File: src/rtl/mmio_pkg.sv
// mmio_pkg: shared types and layout helpers for the MMIO hub.
//   region_e       : address decode result (RAM, VRAM, IO, unmapped)
//   IO_STATUS/CH0  : word offsets inside the IO window
//   io_frame_word  : word offset of the FRAME register for a given channel count
//   st_*           : STATUS bit positions as functions of the channel count
package mmio_pkg;

  typedef enum logic [1:0] {REG_RAM, REG_VRAM, REG_IO, REG_NONE} region_e;

  localparam int unsigned IO_STATUS = 0;
  localparam int unsigned IO_CH0    = 1;

  function automatic int unsigned io_frame_word(input int unsigned n_io);
    return n_io + 1;
  endfunction

  function automatic int unsigned st_ovf_lo(input int unsigned n_io);
    return n_io;
  endfunction

  function automatic int unsigned st_frame_bit(input int unsigned n_io);
    return 2 * n_io;
  endfunction

  function automatic int unsigned st_err_bit(input int unsigned n_io);
    return 2 * n_io + 1;
  endfunction

endpackage

File: src/rtl/mmio_channel.sv
// mmio_channel: one input peripheral channel.
//   set/set_data : new-data strobe and payload from the peripheral
//   rd_clr       : CPU read of this channel's word (clears valid)
//   ovf_clr      : write-1-to-clear of the overflow flag
//   hold         : holding register
//   vld/ovf      : valid and overflow flags
//   ack          : one-cycle pulse the cycle after a consuming read
module mmio_channel #(
  parameter int DATA_W = 32
) (
  input  logic              clk,
  input  logic              rst_n,
  input  logic              set,
  input  logic [DATA_W-1:0] set_data,
  input  logic              rd_clr,
  input  logic              ovf_clr,
  output logic [DATA_W-1:0] hold,
  output logic              vld,
  output logic              ovf,
  output logic              ack
);

  always_ff @(posedge clk) begin
    if (!rst_n) begin
      hold <= '0;
      vld  <= 1'b0;
      ovf  <= 1'b0;
      ack  <= 1'b0;
    end else begin
      ack <= rd_clr;
      // New data wins over a same-cycle consuming read; the read already
      // captured the old contents this cycle.
      if (set) begin
        hold <= set_data;
        vld  <= 1'b1;
      end else if (rd_clr) begin
        vld  <= 1'b0;
      end
      // Any new data arriving while valid is set counts as an overflow.
      if (set && vld)   ovf <= 1'b1;
      else if (ovf_clr) ovf <= 1'b0;
    end
  end

endmodule

File: src/rtl/mmio_hub.sv
// mmio_hub: CPU-side address decoder and read mux for RAM, VRAM and a small
// peripheral register file (STATUS, N_IO channel registers, FRAME).
//   clk, rst_n                : clock, synchronous active-low reset
//   we, re, addr, wdata, rdata: CPU bus; rdata valid one cycle after re
//   ram_*  / vram_*           : memory ports (combinational address/we)
//   ch_data, ch_valid, ch_ack : peripheral channels (N_IO x DATA_W data)
//   vsync, vsync_ack          : frame sync level and clear acknowledge
//   err                       : sticky bus-error flag
module mmio_hub
  import mmio_pkg::*;
#(
  parameter int                DATA_W    = 32,
  parameter int                ADDR_W    = 32,
  parameter logic [ADDR_W-1:0] RAM_BASE  = 'h0000,
  parameter int                RAM_AW    = 12,
  parameter logic [ADDR_W-1:0] IO_BASE   = 'h4000,
  parameter logic [ADDR_W-1:0] VRAM_BASE = 'h8000,
  parameter int                VRAM_AW   = 13,
  parameter int                N_IO      = 2
) (
  input  logic                     clk,
  input  logic                     rst_n,
  input  logic                     we,
  input  logic                     re,
  input  logic [ADDR_W-1:0]        addr,
  input  logic [DATA_W-1:0]        wdata,
  output logic [DATA_W-1:0]        rdata,
  output logic                     ram_we,
  output logic [RAM_AW-1:0]        ram_addr,
  output logic [DATA_W-1:0]        ram_wdata,
  input  logic [DATA_W-1:0]        ram_rdata,
  output logic                     vram_we,
  output logic [VRAM_AW-1:0]       vram_addr,
  output logic [DATA_W-1:0]        vram_wdata,
  input  logic [DATA_W-1:0]        vram_rdata,
  input  logic [N_IO*DATA_W-1:0]   ch_data,
  input  logic [N_IO-1:0]          ch_valid,
  output logic [N_IO-1:0]          ch_ack,
  input  logic                     vsync,
  output logic                     vsync_ack,
  output logic                     err
);

  localparam logic [ADDR_W:0] RAM_SIZE  = (ADDR_W+1)'(1) << (RAM_AW + 2);
  localparam logic [ADDR_W:0] VRAM_SIZE = (ADDR_W+1)'(1) << (VRAM_AW + 2);
  localparam logic [ADDR_W:0] IO_SIZE   = (ADDR_W+1)'(4 * (N_IO + 2));
  localparam int              OVF_LO    = int'(st_ovf_lo(N_IO));
  localparam int              FRAME_BIT = int'(st_frame_bit(N_IO));
  localparam int              ERR_BIT   = int'(st_err_bit(N_IO));
  localparam logic [3:0]      STATUS_W  = 4'(IO_STATUS);
  localparam logic [3:0]      FRAME_W   = 4'(io_frame_word(N_IO));

  // Offsets are one bit wider than the address so an address below a base
  // wraps to a value with the top bit set and fails the size compare.
  logic [ADDR_W:0] ram_off, vram_off, io_off;
  logic [3:0]      io_idx;
  region_e         region;

  assign ram_off  = {1'b0, addr} - {1'b0, RAM_BASE};
  assign vram_off = {1'b0, addr} - {1'b0, VRAM_BASE};
  assign io_off   = {1'b0, addr} - {1'b0, IO_BASE};
  assign io_idx   = io_off[5:2];

  always_comb begin
    region = REG_NONE;
    if (io_off < IO_SIZE)            region = REG_IO;
    else if (vram_off < VRAM_SIZE)   region = REG_VRAM;
    else if (ram_off < RAM_SIZE)     region = REG_RAM;
  end

  assign ram_addr   = ram_off[RAM_AW+1:2];
  assign vram_addr  = vram_off[VRAM_AW+1:2];
  assign ram_wdata  = wdata;
  assign vram_wdata = wdata;
  assign ram_we     = rst_n & we & (region == REG_RAM);
  assign vram_we    = rst_n & we & (region == REG_VRAM);

  // A write takes precedence over a simultaneous read.
  logic rd_vld, io_rd, status_w1c, frame_rd_clr, err_set;
  assign rd_vld       = re & ~we;
  assign io_rd        = rd_vld & (region == REG_IO);
  assign frame_rd_clr = io_rd & (io_idx == FRAME_W);
  assign status_w1c   = we & (region == REG_IO) & (io_idx == STATUS_W);
  assign err_set      = ((re | we) & (region == REG_NONE)) | (re & we);

  // Channels
  logic [N_IO-1:0][DATA_W-1:0] ch_hold;
  logic [N_IO-1:0]             ch_vld, ch_ovf, ch_rd_clr, ch_ovf_clr;

  always_comb begin
    ch_rd_clr = '0;
    for (int k = 0; k < N_IO; k++)
      ch_rd_clr[k] = io_rd & (io_idx == 4'(IO_CH0 + k));
  end

  assign ch_ovf_clr = status_w1c ? wdata[OVF_LO +: N_IO] : '0;

  for (genvar i = 0; i < N_IO; i++) begin : g_ch
    mmio_channel #(.DATA_W(DATA_W)) u_ch (
      .clk      (clk),
      .rst_n    (rst_n),
      .set      (ch_valid[i]),
      .set_data (ch_data[i*DATA_W +: DATA_W]),
      .rd_clr   (ch_rd_clr[i]),
      .ovf_clr  (ch_ovf_clr[i]),
      .hold     (ch_hold[i]),
      .vld      (ch_vld[i]),
      .ovf      (ch_ovf[i]),
      .ack      (ch_ack[i])
    );
  end

  // IO read value, captured in the read cycle (before any flag update)
  logic              frame, vs_q;
  logic [DATA_W-1:0] status, io_val;

  always_comb begin
    status                     = '0;
    status[N_IO-1:0]           = ch_vld;
    status[OVF_LO +: N_IO]     = ch_ovf;
    status[FRAME_BIT]          = frame;
    status[ERR_BIT]            = err;
  end

  always_comb begin
    io_val = '0;
    if (io_idx == STATUS_W)     io_val = status;
    else if (io_idx == FRAME_W) io_val[0] = frame;
    else begin
      for (int k = 0; k < N_IO; k++)
        if (io_idx == 4'(IO_CH0 + k)) io_val = ch_hold[k];
    end
  end

  // Read path: registered select; memories supply data in the next cycle.
  logic              rd_pend;
  region_e           sel_q;
  logic [DATA_W-1:0] io_q, hold_q, rd_mux;

  always_comb begin
    rd_mux = '0;
    case (sel_q)
      REG_RAM:  rd_mux = ram_rdata;
      REG_VRAM: rd_mux = vram_rdata;
      REG_IO:   rd_mux = io_q;
      default:  rd_mux = '0;
    endcase
    rdata = rd_pend ? rd_mux : hold_q;
  end

  always_ff @(posedge clk) begin
    if (!rst_n) begin
      vs_q      <= 1'b0;
      frame     <= 1'b0;
      err       <= 1'b0;
      vsync_ack <= 1'b0;
      rd_pend   <= 1'b0;
      sel_q     <= REG_NONE;
      io_q      <= '0;
      hold_q    <= '0;
    end else begin
      vs_q      <= vsync;
      vsync_ack <= frame_rd_clr;
      if (vsync & ~vs_q)                                      frame <= 1'b1;
      else if (frame_rd_clr | (status_w1c & wdata[FRAME_BIT])) frame <= 1'b0;
      if (err_set)                             err <= 1'b1;
      else if (status_w1c & wdata[ERR_BIT])    err <= 1'b0;
      rd_pend <= rd_vld;
      if (rd_vld) begin
        sel_q <= region;
        io_q  <= io_val;
      end
      // Freeze whatever was presented so rdata holds between reads.
      if (rd_pend) hold_q <= rd_mux;
    end
  end

endmodule

File: config.mk
export PLATFORM = sky130hd
export DESIGN_NAME = mmio_hub
export DESIGN_NICKNAME = d
export VERILOG_FILES = /design/src/rtl/mmio_pkg.sv /design/src/rtl/mmio_channel.sv /design/src/rtl/mmio_hub.sv
export SDC_FILE = /design/constraint.sdc
export NUM_CORES = 1
export LEC_CHECK = 0
export BUFFER_PORTS_ARGS = -buffer_cell sky130_fd_sc_hd__buf_2
export CAP_MARGIN = 5
export CORE_MARGIN = 3
export CORE_UTILIZATION = 35
export CTS_CLUSTER_DIAMETER = 60
export DETAILED_ROUTE_END_ITERATION = 7
export GPL_TIMING_DRIVEN = 1
export SYNTH_ARGS = -nofsm -noshare
export SYNTH_HDL_FRONTEND = slang
export SYNTH_SLANG_ARGS = --single-unit
File: constraint.sdc
create_clock -name clk -period 2.3 [get_ports clk]
set_clock_uncertainty 0.05 [all_clocks]
set_input_delay 0.115 -clock clk [delete_from_list [all_inputs] [get_ports clk]]
set_output_delay 0.115 -clock clk [all_outputs]
set_load 0.03 [all_outputs]
* After elaboration in Yosys (flattened, before gate mapping)
Cells that the tools add are included.
** Storage, ports and cells
- Bits in latches :: 0
- Bits of input ports :: 199
- Bits in writable memories :: 0
- Memories kept :: 0
- Bits in registers :: 141
- Logic and storage cells :: 83
- Bits in read-only memories :: 0
- Output and inout bits :: 127
** Operators by class
- Order comparisons :: 3
- Divide/modulo/power cells :: 0
- Mux-type cells :: 23
- $mul :: 0
- Add/subtract/negate cells :: 2
- Reduce and logical (&&, ||, !) cells :: 11
- Equal/unequal tests :: 8
- Shifts and indexed selects :: 0
- Bitwise logic cells :: 20
** Operators by type and width (count)
- $mux 32 :: 4
- $pmux 32 s3 :: 1
- $lt 33x16->1 const B :: 1
- $lt 33x5->1 const B :: 1
- $sub 32x15->33 const B :: 1
- $sub 32x16->33 const B :: 1
- $lt 32x15->1 const B :: 1
- $mux 31 :: 1
- $and 1x1->1 :: 15
- $mux 1 :: 13
- $reduce_bool 2->1 :: 6
- $eq 4x2->1 const B :: 2
- $mux 2 :: 4
- $eq 2x2->1 const B :: 3
- $eq 2x1->1 const B :: 2
- $eq 4x1->1 const B :: 1
- $logic_not 2->1 :: 2
- $logic_not 4->1 :: 1
- $or 1x1->1 :: 3
- $logic_and 1x1->1 :: 2
- $not 1->1 :: 2

* Logic depth before layout (Yosys ltp)
- Depth after elaboration :: 11
- Gate-level depth with buffers :: 8
- Gate-level depth less buffers :: 8

* Modules after synthesis
Synthesis repeated with hierarchy kept, for this count alone.
** Second synthesis, totals
- Cell total of the unflattened synthesis :: 855
- Area, all modules :: 7392.1 µm²
** By module, submodules not included
- mmio_hub :: seq. area each 1421.4 µm², area an instance 4709.5 µm², cells each 631, times used 1
- mmio_channel :: seq. area each 700.7 µm², area an instance 1341.3 µm², cells each 112, times used 2

* Least setup slack after synthesis
Ideal clock, no wire load.
- Path kind :: input to output
- From :: input port addr[22]
- To :: output port vram_we
- Stages :: 5
- Data arrival time :: 2.288 ns
- Path slack :: -0.153 ns
- Path buffers :: 0
- Required time :: 2.135 ns
- Path through :: or4_4 -> o21ai_0 -> nand4_4 -> and3_1 -> nor4_1
** On the way
- Cells in the longest elaborated chain, start to end :: 6
- Elaborated cells between the ends (all ways) :: 10
- Classes of those cells :: 2 x add/sub; 3 x order compare; 1 x eq/ne; 3 x mux; 1 x bitwise
** Ends and longest elaborated chain
- start, declared :: RTL line mmio_hub.sv:25 : input logic [ADDR_W-1:0] addr,
- $sub 32x16->33 / $lt 32x15->1 (equally long branches) :: RTL line mmio_hub.sv:60, mmio_hub.sv:68
- $lt 33x16->1 / $mux 2 (equally long branches) :: RTL line mmio_hub.sv:67, mmio_hub.sv:68
- $mux 2 :: RTL line mmio_hub.sv:67 : else if (vram_off < VRAM_SIZE) region = REG_VRAM;
- $mux 2 * :: RTL line mmio_hub.sv:66 : if (io_off < IO_SIZE) region = REG_IO;
- $eq 2x1->1 * :: RTL line mmio_hub.sv:76 : assign vram_we = rst_n & we & (region == REG_VRAM);
- $and 1x1->1 * :: RTL line mmio_hub.sv:76
- end, declared :: RTL line mmio_hub.sv:32 : output logic vram_we,
Mark *: on every way between the ends. The rest lies on a longest branch, timed or not.

* Final worst setup path
Ends and elaborated chain as after synthesis.

==> Implementation_results.wiki <==
{| class="wikitable"
! Metric !! Value
|-
| Final Critical Period || 2.164 ns
|-
| Netlist area before placement || slightly above 7000 um^2
|-
| Synth Instances || between 800 and 900
|-
| Number of input and output port buffers inserted || between 200 and 250
|-
| Power density over cell area || 643.3 nW/um^2
|-
| Reported max-cap violation count || 0
|-
| Setup total negative slack || 0 ns
|-
| Antenna Violating Nets Remaining || 0
|-
| Global-route usage over all layers || a little under a fifth
|-
| CTS tree || built
|-
| Cts bufs inserted || 17
|-
| Synth Net Count || about 1,000
|-
| Number of nets at the end of the flow || ~1,200
|-
| Origin of the worst min-delay path || wdata[5]
|-
| Worst slew margin || roughly three fifths
|-
| Share of the yosys chip area belonging to registers || about two fifths
|-
| Unrepaired setup endpoints after global routing || no
|-
| Sum of net half-perimeters after detailed placement || between 15 and 20 mm
|-
| Number of buffers and inverters on the critical path || 2
|-
| Number of clock sinks || around 140
|-
| Wire length of the first global-routing pass || between 30 and 40 mm
|-
| Area post-placement || 8066 um^2
|-
| Startpoint type of the worst setup path || primary input
|-
| Setup bufs post-CTS || 0
|-
| Main synth FF type || dfxtp_1
|-
| Largest buffer count on any clock path || 2
|-
| Post-DR wirelength/cell || about 17 um
|-
| Flop and latch count out of synthesis || around 140
|-
| Largest stage delay, worst path || 0.57 ns
|-
| Unique masters post-synth || 47
|-
| Antenna diodes || 0
|-
| CTS HTree Levels || 4
|-
| Ordered list of cells on the worst path || buf_2 > or4_4 > nor4_1 > a211oi_1 > and3_1 > nor4_2 > buf_2
|-
| # rows || 51
|-
| Clk slew on worst S/H paths || roughly 0.06 ns
|-
| Final critical-path share of the clock period || 94.08%
|-
| P&R area growth vs syn || 28.83%
|-
| Leakage power total || between 4 and 5 nW
|-
| Global routing met3 resource utilization || 3.755%
|-
| Number of pins exceeding their max-slew limit in the final report || 0
|-
| Hold crit path type || primary input to register
|-
| Final setup violation count || 0
|-
| Number of synthesized flops with an enable pin || 0
|-
| Post-synthesis area per instance || approximately 8.9 um^2
|-
| Die height || roughly 150 um
|-
| Core ar. || between 15,000 and 20,000 um^2
|-
| Share of flip-flops with an asynchronous set or reset || 0%
|-
| Pre-CTS worst setup slack || 0.06732 ns
|-
| Total die area || 22,430 um^2
|-
| Mean number of vias per cell || roughly 4.8
|-
| Biggest fanout along the worst timing path || 6
|-
| Vias in the first global route || approximately 6,000
|-
| DRC violation count after routing || 0
|-
| Slowest-stage cell, CP || or4_4
|-
| Power Total || ~6 mW
|-
| Met1 Track Usage GR || approximately 25%
|-
| Maximum clock frequency || 462.1 MHz
|-
| Top cell family by delay on the critical path || simple AND/OR/NAND/NOR gates
|-
| Initial detailed-routing violation count || 321
|-
| Initial core utilization || between 30 and 40%
|-
| Signal arrival time at the worst endpoint || ~2.0 ns
|-
| Share of post-route cells with drive strength above 1 || about a third
|-
| RePlAce Congestion || 0.8582
|-
| Setup slack of the worst register-to-register path || approximately 0.64 ns
|-
| Count of pins on the block boundary || 326
|-
| Number of antenna violations at the first check in global routing || 0
|-
| Final design area excluding fillers || between 9000 and 10,000 um^2
|-
| Kind of critical path || primary input to output pin
|-
| Clock Root Buffer || clkbuf_16
|-
| Critical R2R Launch || sel_q[0]
|-
| Via total after detailed routing || about 6,300
|-
| Maximum ir drop on the vdd rail || 0.0004419 V
|-
| Run status || finished clean
|-
| Cell repeated most along the worst path || buf_2
|-
| Number of warning messages in the yosys log || 0
|-
| Worst hold-check slack || roughly 0.032 ns
|-
| Min setup slack post-route || about 0.14 ns
|-
| Most utilized layer in the global route result || met2
|-
| Number of detailed-route iterations in the first pass || 4
|-
| Slew at the pin closest to its max-slew limit || between 0.6 and 0.7 ns
|-
| GR met2 Demand/Resource || 31.65%
|-
| Largest net degree at the start of global routing || 46
|-
| Total congestion overflow || 0
|-
| Die W || ~150 um
|-
| Data required, critical path || 2.13 ns
|-
| Endpoint type of the worst setup path || output pin
|-
| Hold Violations, Final || 0
|-
| Final routed wirelength across all metal layers || 21.58 mm
|-
| Insertion delay of the later-clocked pin in the worst-skew pair || around 0.42 ns
|-
| CP startpoint || addr[22]
|}
## logic make-up (layout without fill, tap and decap cells)
group	Yosys count	in the layout	synth area share (%)
AND/OR/NAND/NOR	270	270	19.07
buffers and inverters	151	363	12.57
flip-flops	141	141	39.01
AO/OA/AOI/OAI	135	135	12.21
multiplexers	118	118	16.84
adder cells (fa/ha/maj)	1	1	0.1729
XOR/XNOR	1	1	0.1211
## worst register-to-register path, cell delays in order, from the launching register on
cell	delay, ns
dfxtp_2	0.37
buf_12	0.29
mux2i_1	0.27
o21ai_0	0.11
mux2_2	0.30
and2_1	0.16
## report_power, final
part           switching, mW  total, mW  internal, mW
clock                   1.08       2.52          1.44
sequential            0.0482       2.59          2.54
combinational          0.485      0.894         0.410
total                   1.61       6.00          4.38
## cell usage in the layout, fill, tap and decap left out, types with 13 or more instances in the layout
master | synthesis | layout
and2_1 | 65 | 65
nand2_1 | 75 | 75
a22oi_1 | 36 | 36
mux2_2 | 20 | 20
clkbuf_16 | 0 | 17
mux2i_1 | 97 | 97
dlygate4sd3_1 | 0 | 69
nor2_1 | 79 | 78
buf_4 | 91 | 15
dfxtp_1 | 141 | 139
o21a_1 | 13 | 13
buf_2 | 1 | 239
o21ai_0 | 55 | 54
## final timing paths
check | to | depth (start not counted)
hold reg to reg | g_ch[0].u_ch.ovf | 2
hold / removal | err | 4
setup reg to reg | hold_q[9] | 5
setup / recovery | vram_we | 7
## synthesized netlist by cell type (2+ instances only)
cell / count / share of area, %
a21o_1: 2 / 0.21
a21oi_1: 4 / 0.28
a22oi_1: 36 / 3.7
a31oi_1: 3 / 0.26
and2_1: 65 / 5.6
and3_1: 2 / 0.17
buf_1: 5 / 0.26
buf_4: 91 / 9.4
clkbuf_1: 49 / 2.5
dfxtp_1: 141 / 39
inv_1: 4 / 0.21
mux2_2: 20 / 3.1
mux2i_1: 97 / 13
nand2_1: 75 / 3.9
nand2b_1: 4 / 0.35
nand4_4: 2 / 0.59
nand4b_1: 4 / 0.48
nor2_1: 79 / 4.1
nor2b_1: 5 / 0.43
nor4_1: 13 / 1.1
nor4b_1: 3 / 0.36
o211ai_1: 3 / 0.31
o21a_1: 13 / 1.3
o21ai_0: 55 / 3.8
o221ai_1: 12 / 1.5
o31a_1: 3 / 0.36
o31ai_1: 2 / 0.21
or2_2: 5 / 0.43
or4_4: 2 / 0.31
## per-stage QoR
step / util (%) / cells
global route: 46.82 / 1294
detailed placement: 40.52 / 1194
global placement: 40.52 / 1194
floorplan: - / 817
finish: 46.82 / 1294
CTS: 46.74 / 1294
## layout make-up
| cell class | count | area (um^2) |
|---|---|---|
| well taps | 265 | 331.6 |
| clock inverters | 12 | 90.09 |
| multi-input cells | 525 | 3523 |
| clock buffers | 19 | 452.9 |
| inverters | 5 | 18.77 |
| flip-flops and latches | 141 | 2825 |
| fillers | 1967 | 10590 |
| repair buffers | 327 | 2079 |
## timing repair
action                     CTS  global route
setup endpoints to repair   25             8
pin swaps                    0             0
hold buffers                69             0
gates resized for setup      2             6
hold endpoints to repair    69             0
## per-layer routing
layer  up-vias  wire length, um
met4         0              556
li1       3148                -
met2       192            10350
met5         -                0
met1      2875             9625
met3        53             1044
## registers in the layout (all words and copies together), names as in the netlist
register / flops
frame: 1
vsync_ack: 1
hold_q: 32
g_ch.u_ch.vld: 2
g_ch.u_ch.ovf: 2
io_q: 32
rd_pend: 1
g_ch.u_ch.hold: 64
vs_q: 1
err: 1
sel_q: 2
g_ch.u_ch.ack: 2
No activity file was read; power rests on OpenSTA's default activity.
